===== src/rtl/ctrl_pkg.sv =====
// Shared types for the instruction controller: opcodes, FSM states, ALU selects,
// field widths and the per-state output decode.
package ctrl_pkg;

    localparam int OPC_W   = 3;
    localparam int RD_W    = 4;
    localparam int INSTR_W = OPC_W + RD_W;
    localparam int STATE_W = 4;
    localparam int DADDR_W = 8;
    localparam int CNT_W   = 16;

    typedef enum logic [OPC_W-1:0] {
        OP_NOOP  = 3'd0,
        OP_LOAD  = 3'd1,
        OP_STORE = 3'd2,
        OP_ADD   = 3'd3,
        OP_SUB   = 3'd4,
        OP_HALT  = 3'd5,
        OP_RSV6  = 3'd6,
        OP_RSV7  = 3'd7
    } opcode_e;

    typedef enum logic [STATE_W-1:0] {
        S_INIT   = 4'd0,
        S_PRIME  = 4'd1,
        S_FETCH  = 4'd2,
        S_DECODE = 4'd3,
        S_NOOP   = 4'd4,
        S_LOAD_A = 4'd5,
        S_LOAD_B = 4'd6,
        S_STORE  = 4'd7,
        S_ADD    = 4'd8,
        S_SUB    = 4'd9,
        S_HALT   = 4'd10
    } state_e;

    localparam logic [2:0] ALU_PASS = 3'd0;
    localparam logic [2:0] ALU_ADD  = 3'd1;
    localparam logic [2:0] ALU_SUB  = 3'd2;

    typedef struct packed {
        logic               pc_clr;
        logic               pc_up;
        logic [DADDR_W-1:0] d_addr;
        logic               d_wr;
        logic               rf_s;
        logic               rf_w_en;
        logic [RD_W-1:0]    rf_w_addr;
        logic [RD_W-1:0]    rf_ra_addr;
        logic [RD_W-1:0]    rf_rb_addr;
        logic [2:0]         alu_s;
        logic               halted;
    } ctrl_out_t;

    // Moore output decode; everything not named for a state stays low.
    function automatic ctrl_out_t ctrl_outputs(input state_e st,
                                               input logic [RD_W-1:0] rd,
                                               input logic [RD_W-1:0] acc);
        ctrl_out_t o;
        o        = '0;
        o.d_addr = {{(DADDR_W-RD_W){1'b0}}, rd};
        case (st)
            S_INIT:   o.pc_clr = 1'b1;
            S_FETCH:  o.pc_up  = 1'b1;
            S_LOAD_B: begin
                o.rf_s      = 1'b1;
                o.rf_w_en   = 1'b1;
                o.rf_w_addr = rd;
            end
            S_STORE: begin
                o.d_wr       = 1'b1;
                o.rf_ra_addr = rd;
            end
            S_ADD, S_SUB: begin
                o.rf_ra_addr = acc;
                o.rf_rb_addr = rd;
                o.alu_s      = (st == S_ADD) ? ALU_ADD : ALU_SUB;
                o.rf_w_en    = 1'b1;
                o.rf_w_addr  = acc;
            end
            S_HALT:   o.halted = 1'b1;
            default:  o.pc_clr = 1'b0;
        endcase
        return o;
    endfunction

endpackage


===== src/rtl/instr_ctrl_decode.sv =====
// Combinational instruction decoder: splits IR into opcode class and Rd and
// flags the reserved opcodes 6/7, which execute as NOOP.
module instr_decode
    import ctrl_pkg::*;
(
    input  logic [INSTR_W-1:0] ir_i,
    output opcode_e            op_o,
    output logic [RD_W-1:0]    rd_o,
    output logic               illegal_o
);

    always_comb begin
        op_o      = OP_NOOP;
        illegal_o = 1'b0;
        rd_o      = ir_i[RD_W-1:0];
        case (opcode_e'(ir_i[INSTR_W-1:RD_W]))
            OP_RSV6, OP_RSV7: begin
                op_o      = OP_NOOP;
                illegal_o = 1'b1;
            end
            default: op_o = opcode_e'(ir_i[INSTR_W-1:RD_W]);
        endcase
    end

endmodule


===== src/rtl/instr_ctrl.sv =====
// Multi-cycle instruction controller (INIT/PRIME/FETCH/DECODE/execute/HALT).
// Optional retired-instruction counter enabled by macro CTRL_RETIRE_CNT_EN.
module instr_ctrl
    import ctrl_pkg::*;
#(
    parameter logic [3:0] ACC_ADDR = 4'd0
) (
    input  logic         Clk,
    input  logic         Reset,
    input  logic [6:0]   Instr,
    output logic         PC_Clr,
    output logic         PC_Up,
    output logic [7:0]   D_Addr,
    output logic         D_Wr,
    output logic         RF_s,
    output logic         RF_W_en,
    output logic [3:0]   RF_W_addr,
    output logic [3:0]   RF_Ra_addr,
    output logic [3:0]   RF_Rb_addr,
    output logic [2:0]   ALU_s,
    output logic         Halted,
    output logic         Illegal,
    output logic [15:0]  RetCnt,
    output logic [3:0]   State
);

    state_e               state_q, state_d;
    logic [INSTR_W-1:0]   ir_q, ir_d;
    logic                 illegal_q, illegal_d;
    ctrl_out_t            out_q, out_d;
    opcode_e              dec_op;
    logic [RD_W-1:0]      dec_rd;
    logic                 dec_illegal;

    // Decoding ir_d lets outputs be registered against the state being entered;
    // ir_d only differs from ir_q on the FETCH edge, when IR itself loads.
    instr_decode u_decode (
        .ir_i      (ir_d),
        .op_o      (dec_op),
        .rd_o      (dec_rd),
        .illegal_o (dec_illegal)
    );

    always_comb begin
        state_d   = state_q;
        ir_d      = ir_q;
        illegal_d = illegal_q;
        case (state_q)
            S_INIT:   state_d = S_PRIME;
            S_PRIME:  state_d = S_FETCH;
            S_FETCH: begin
                ir_d    = Instr;
                state_d = S_DECODE;
            end
            S_DECODE: begin
                case (dec_op)
                    OP_LOAD:  state_d = S_LOAD_A;
                    OP_STORE: state_d = S_STORE;
                    OP_ADD:   state_d = S_ADD;
                    OP_SUB:   state_d = S_SUB;
                    OP_HALT:  state_d = S_HALT;
                    default:  state_d = S_NOOP;
                endcase
                if (dec_illegal) begin
                    illegal_d = 1'b1;
                end else begin
                    illegal_d = illegal_q;
                end
            end
            S_LOAD_A: state_d = S_LOAD_B;
            S_NOOP, S_LOAD_B, S_STORE, S_ADD, S_SUB: state_d = S_FETCH;
            S_HALT:   state_d = S_HALT;
            default:  state_d = S_INIT;
        endcase
        out_d = ctrl_outputs(state_d, dec_rd, ACC_ADDR);
    end

    always_ff @(posedge Clk) begin
        if (Reset) begin
            state_q   <= S_INIT;
            ir_q      <= '0;
            illegal_q <= 1'b0;
            out_q     <= ctrl_outputs(S_INIT, {RD_W{1'b0}}, ACC_ADDR);
        end else begin
            state_q   <= state_d;
            ir_q      <= ir_d;
            illegal_q <= illegal_d;
            out_q     <= out_d;
        end
    end

`ifdef CTRL_RETIRE_CNT_EN
    logic [CNT_W-1:0] retcnt_q, retcnt_d;
    logic             retire_s;

    // An instruction retires when an execute state hands back to FETCH.
    always_comb begin
        retire_s = 1'b0;
        case (state_q)
            S_NOOP, S_LOAD_B, S_STORE, S_ADD, S_SUB: retire_s = (state_d == S_FETCH);
            default: retire_s = 1'b0;
        endcase
        if (retire_s && (retcnt_q != {CNT_W{1'b1}})) begin
            retcnt_d = retcnt_q + 16'd1;
        end else begin
            retcnt_d = retcnt_q;
        end
    end

    always_ff @(posedge Clk) begin
        if (Reset) begin
            retcnt_q <= 16'h0000;
        end else begin
            retcnt_q <= retcnt_d;
        end
    end

    assign RetCnt = retcnt_q;
`else
    assign RetCnt = 16'h0000;
`endif

    assign PC_Clr     = out_q.pc_clr;
    assign PC_Up      = out_q.pc_up;
    assign D_Addr     = out_q.d_addr;
    assign D_Wr       = out_q.d_wr;
    assign RF_s       = out_q.rf_s;
    assign RF_W_en    = out_q.rf_w_en;
    assign RF_W_addr  = out_q.rf_w_addr;
    assign RF_Ra_addr = out_q.rf_ra_addr;
    assign RF_Rb_addr = out_q.rf_rb_addr;
    assign ALU_s      = out_q.alu_s;
    assign Halted     = out_q.halted;
    assign Illegal    = illegal_q;
    assign State      = state_q;

endmodule


===== config.mk =====
export PLATFORM = sky130hd
export DESIGN_NAME = instr_ctrl
export DESIGN_NICKNAME = d
export VERILOG_FILES = /design/src/rtl/ctrl_pkg.sv /design/src/rtl/instr_ctrl_decode.sv /design/src/rtl/instr_ctrl.sv
export SDC_FILE = /design/constraint.sdc
export NUM_CORES = 1
export LEC_CHECK = 0
export ABC_AREA = 1
export CORE_ASPECT_RATIO = 0.9
export CORE_MARGIN = 2
export CORE_UTILIZATION = 42
export CTS_CLUSTER_SIZE = 10
export DETAILED_ROUTE_END_ITERATION = 7
export GPL_TIMING_DRIVEN = 0
export PLACE_DENSITY = 0.79
export SLEW_MARGIN = 20
export SYNTH_ARGS = -nofsm -noshare
export SYNTH_HDL_FRONTEND = slang
export SYNTH_SLANG_ARGS = --single-unit

===== constraint.sdc =====
create_clock -name Clk -period 2 [get_ports Clk]
set_input_delay 0.4 -clock Clk [delete_from_list [all_inputs] [get_ports Clk]]
set_output_delay 0.4 -clock Clk [all_outputs]
set_load 0.01 [all_outputs]

==> results.md <==
- WL/cell: 9.52 um
- CP max FO: 6
- GRT overflow: 0
- Final HPWL DP: roughly 2200 um
- Post-Syn Area: 0.00144 mm^2
- Max-capacitance violation count: 0
- CTS Buf Count: 5
- Pin count of the biggest net entering global routing: 11
- Fin crit period: approximately 1.8 ns
- Fillers: 312
- Cts hold-fix bufs: 0
- # IOs: between 50 and 60
- RD Place Congestion: about 0.80
- Synth Area in Compound Gates: 0.0365
- CTS clock-pin slew for the worst setup and hold paths: around 0.060 ns
- Relative slew slack: 0.670
- Top cells by area, synth: dfxtp_1 (44%), buf_4 (13%), nand2_1 (7.3%)
- Avg Inst Size Synth: approximately 8.4 um^2
- Initial antenna violation count: 0
- Crit-path cells: clkdlybuf4s50_1
- Die height: 59.6 um
- Max incr delay on CP: ~0.61 ns
- Data arrival time of the critical path: roughly 1.4 ns
- Global-route wire length before repair: 4290 um
- Synth cell types: 25
- Post-CTS resize count: 0
- Clock sink count: 32
- CP delay by family, top: buffers and inverters
- ANT cells: 0
- Share of cells above drive strength 1: 0.230
- Worst-Skew Late Latency: 0.28 ns
- Initial DRC count: 34
- Cells after synthesis: 171
- Remaining antenna violation count: 0
- HP Class: reg2reg
- FMAX: about 0.55 GHz
- DRC: 0
- CTS tree: built
- CP startpoint kind: flip-flop
- Number of global-route vias before repair: around 1000
- Worst Tran Pin Value: 0.482 ns
- Final hold vios: 0
- XOR/XNOR Fraction of Synth Area: 0
- Synth Area in Adders: 0
- Sequential fraction of the synthesis area: 0.445
- Worst Path Required: roughly 1.6 ns
- WP buf/inv: 1
- Power Density: around 700 mW/mm^2
- Mux cell area share after synthesis: 0.0278
- Setup tns final: 0 ns
- Fin crit share: 0.904
- CP Capture Type: output pin
- Row count: 20
- GRT Resource Usage Total: 0.151
- Synth Area in Simple Gates: 0.303
- Clock Path Buffers: 2
- Post-synth top area share: 0.445
- Leak Pwr: approximately 1 nW
- Largest family of logic cells by synthesized area: simple AND/OR/NAND/NOR gates
- Slowest cell on the critical path: clkdlybuf4s50_1
- Final Setup Violations: 0
- Starting Density: 0.433
- Die area: 0.00391 mm^2
- Via count: ~1100
- FF+latch area: approximately 640 um^2
- Die Wd: roughly 66 um
- Via density: between 4 and 5
- Number of port buffers: 37
- CP Class: reg2out
- Worst vdd ir: 442 uV
- Multi-input logic area: approximately 610 um^2
- RSZ-0062 raised after global routing: false
- Clock Skew: 0.00386 ns
- Core Util, Final: 0.606
- Core area: roughly 0.0033 mm^2
- Synth warnings: 0
- Final net count: around 240
- Max Slew Vio Count: 0
- Number of setup buffers added after CTS: 0
- Routed WL: between 2000 and 3000 um
- Largest area contributor in the netlist: dfxtp_1
- CTS Root Cell: clkbuf_8
- H-tree depth: 2
- #FFs+latches synth: 32
- Drt first pass iters: 4
- Area grow syn2layout: 40.1%
- Status: finished clean
cells in the mapped netlist (all sizes together):
cell	count
nand3b	2
inv	17
nor2	25
clkbuf	1
dfxtp	32
o21ai	5
a32o	1
buf	26
a22oi	1
a21oi	2
nor3	6
conb	1
nand3	10
nand2	38
mux2i	4
cell families (layout without fill, tap and decap cells):
group / Yosys count / count (layout)
flops: 32 / 32
other cells: 1 / 21
mux: 4 / 4
simple gates: 81 / 81
buf+inv: 44 / 88
compound gates: 9 / 9
per-layer routing:
| layer | wire length (um) | share of wire | global-route usage | up-vias |
|---|---|---|---|---|
| met5 | 0 | 0 | 0 | - |
| met4 | 48 | 0.018 | 0.0625 | 0 |
| met3 | 239 | 0.090 | 0.0665 | 6 |
| met2 | 1300 | 0.49 | 0.248 | 40 |
| met1 | 1070 | 0.40 | 0.172 | 474 |
| li1 | - | - | - | 613 |
worst paths after layout:
path / startpoint / to / slack [ns] / cells past startpoint
worst min-delay path: Illegal$_SDFFE_PP0P_ / Illegal$_SDFFE_PP0P_ / 0.48 / 1
worst min register to register: Illegal$_SDFFE_PP0P_ / Illegal$_SDFFE_PP0P_ / 0.48 / 1
worst max-delay path: State[0]$_SDFF_PP0_ / State[0] / 0.19 / 1
worst max register to register: State[1]$_SDFF_PP0_ / RF_Rb_addr[3]$_SDFF_PP0_ / 0.36 / 13
report_power, final:
group	leakage, nW	internal, W	switching (W)
registers	0.260	0.000663	0.0000216
logic	0.674	0.000136	0.000186
clock network	0.0410	0.000236	0.000209
cells in the final DEF, fill, tap and decap left out, drive strengths merged, types with 4 or more instances in the layout:
master / count
clkdlybuf4s50: 37
conb: 21
buf: 26
nand2: 38
inv: 17
mux2i: 4
nor2: 25
nand3: 10
dfxtp: 32
o21ai: 5
nor3: 6
clkbuf: 7
flip-flops by register name, indices dropped and copies added, names as in the netlist:
register    count
D_Wr            1
PC_Clr          1
RF_W_addr       4
PC_Up           1
ALU_s           2
Halted          1
Illegal         1
RF_W_en         1
RF_Rb_addr      4
RF_Ra_addr      4
State           4
RF_s            1
ir_q            7
layout make-up:
type                            count  area share
Timing Repair Buffer               37       0.184
Multi-Input combinational cell    115       0.301
Clock inverter                      1     0.00248
Clock buffer                        6      0.0360
Tap cell                           44      0.0273
Inverter                           17      0.0316
Buffer                             27       0.100
Sequential cell                    32       0.317
stage by stage:
step | setup WS [ns] | power, W | hold WS (ns) | cells | instance area (um^2)
floorplan | 0.503 | 0.000932 | 0.509 | 191 | 1520
global placement | 0.244 | 0.00101 | 0.469 | 272 | 1940
detailed placement | 0.197 | 0.00102 | 0.459 | 272 | 1940
CTS | 0.179 | 0.00146 | 0.479 | 279 | 2020
global route | 0.139 | 0.00153 | 0.502 | 279 | 2020
finish | 0.192 | 0.00145 | 0.480 | 279 | 2020
Note: power is estimated with default switching activity, not from simulation.
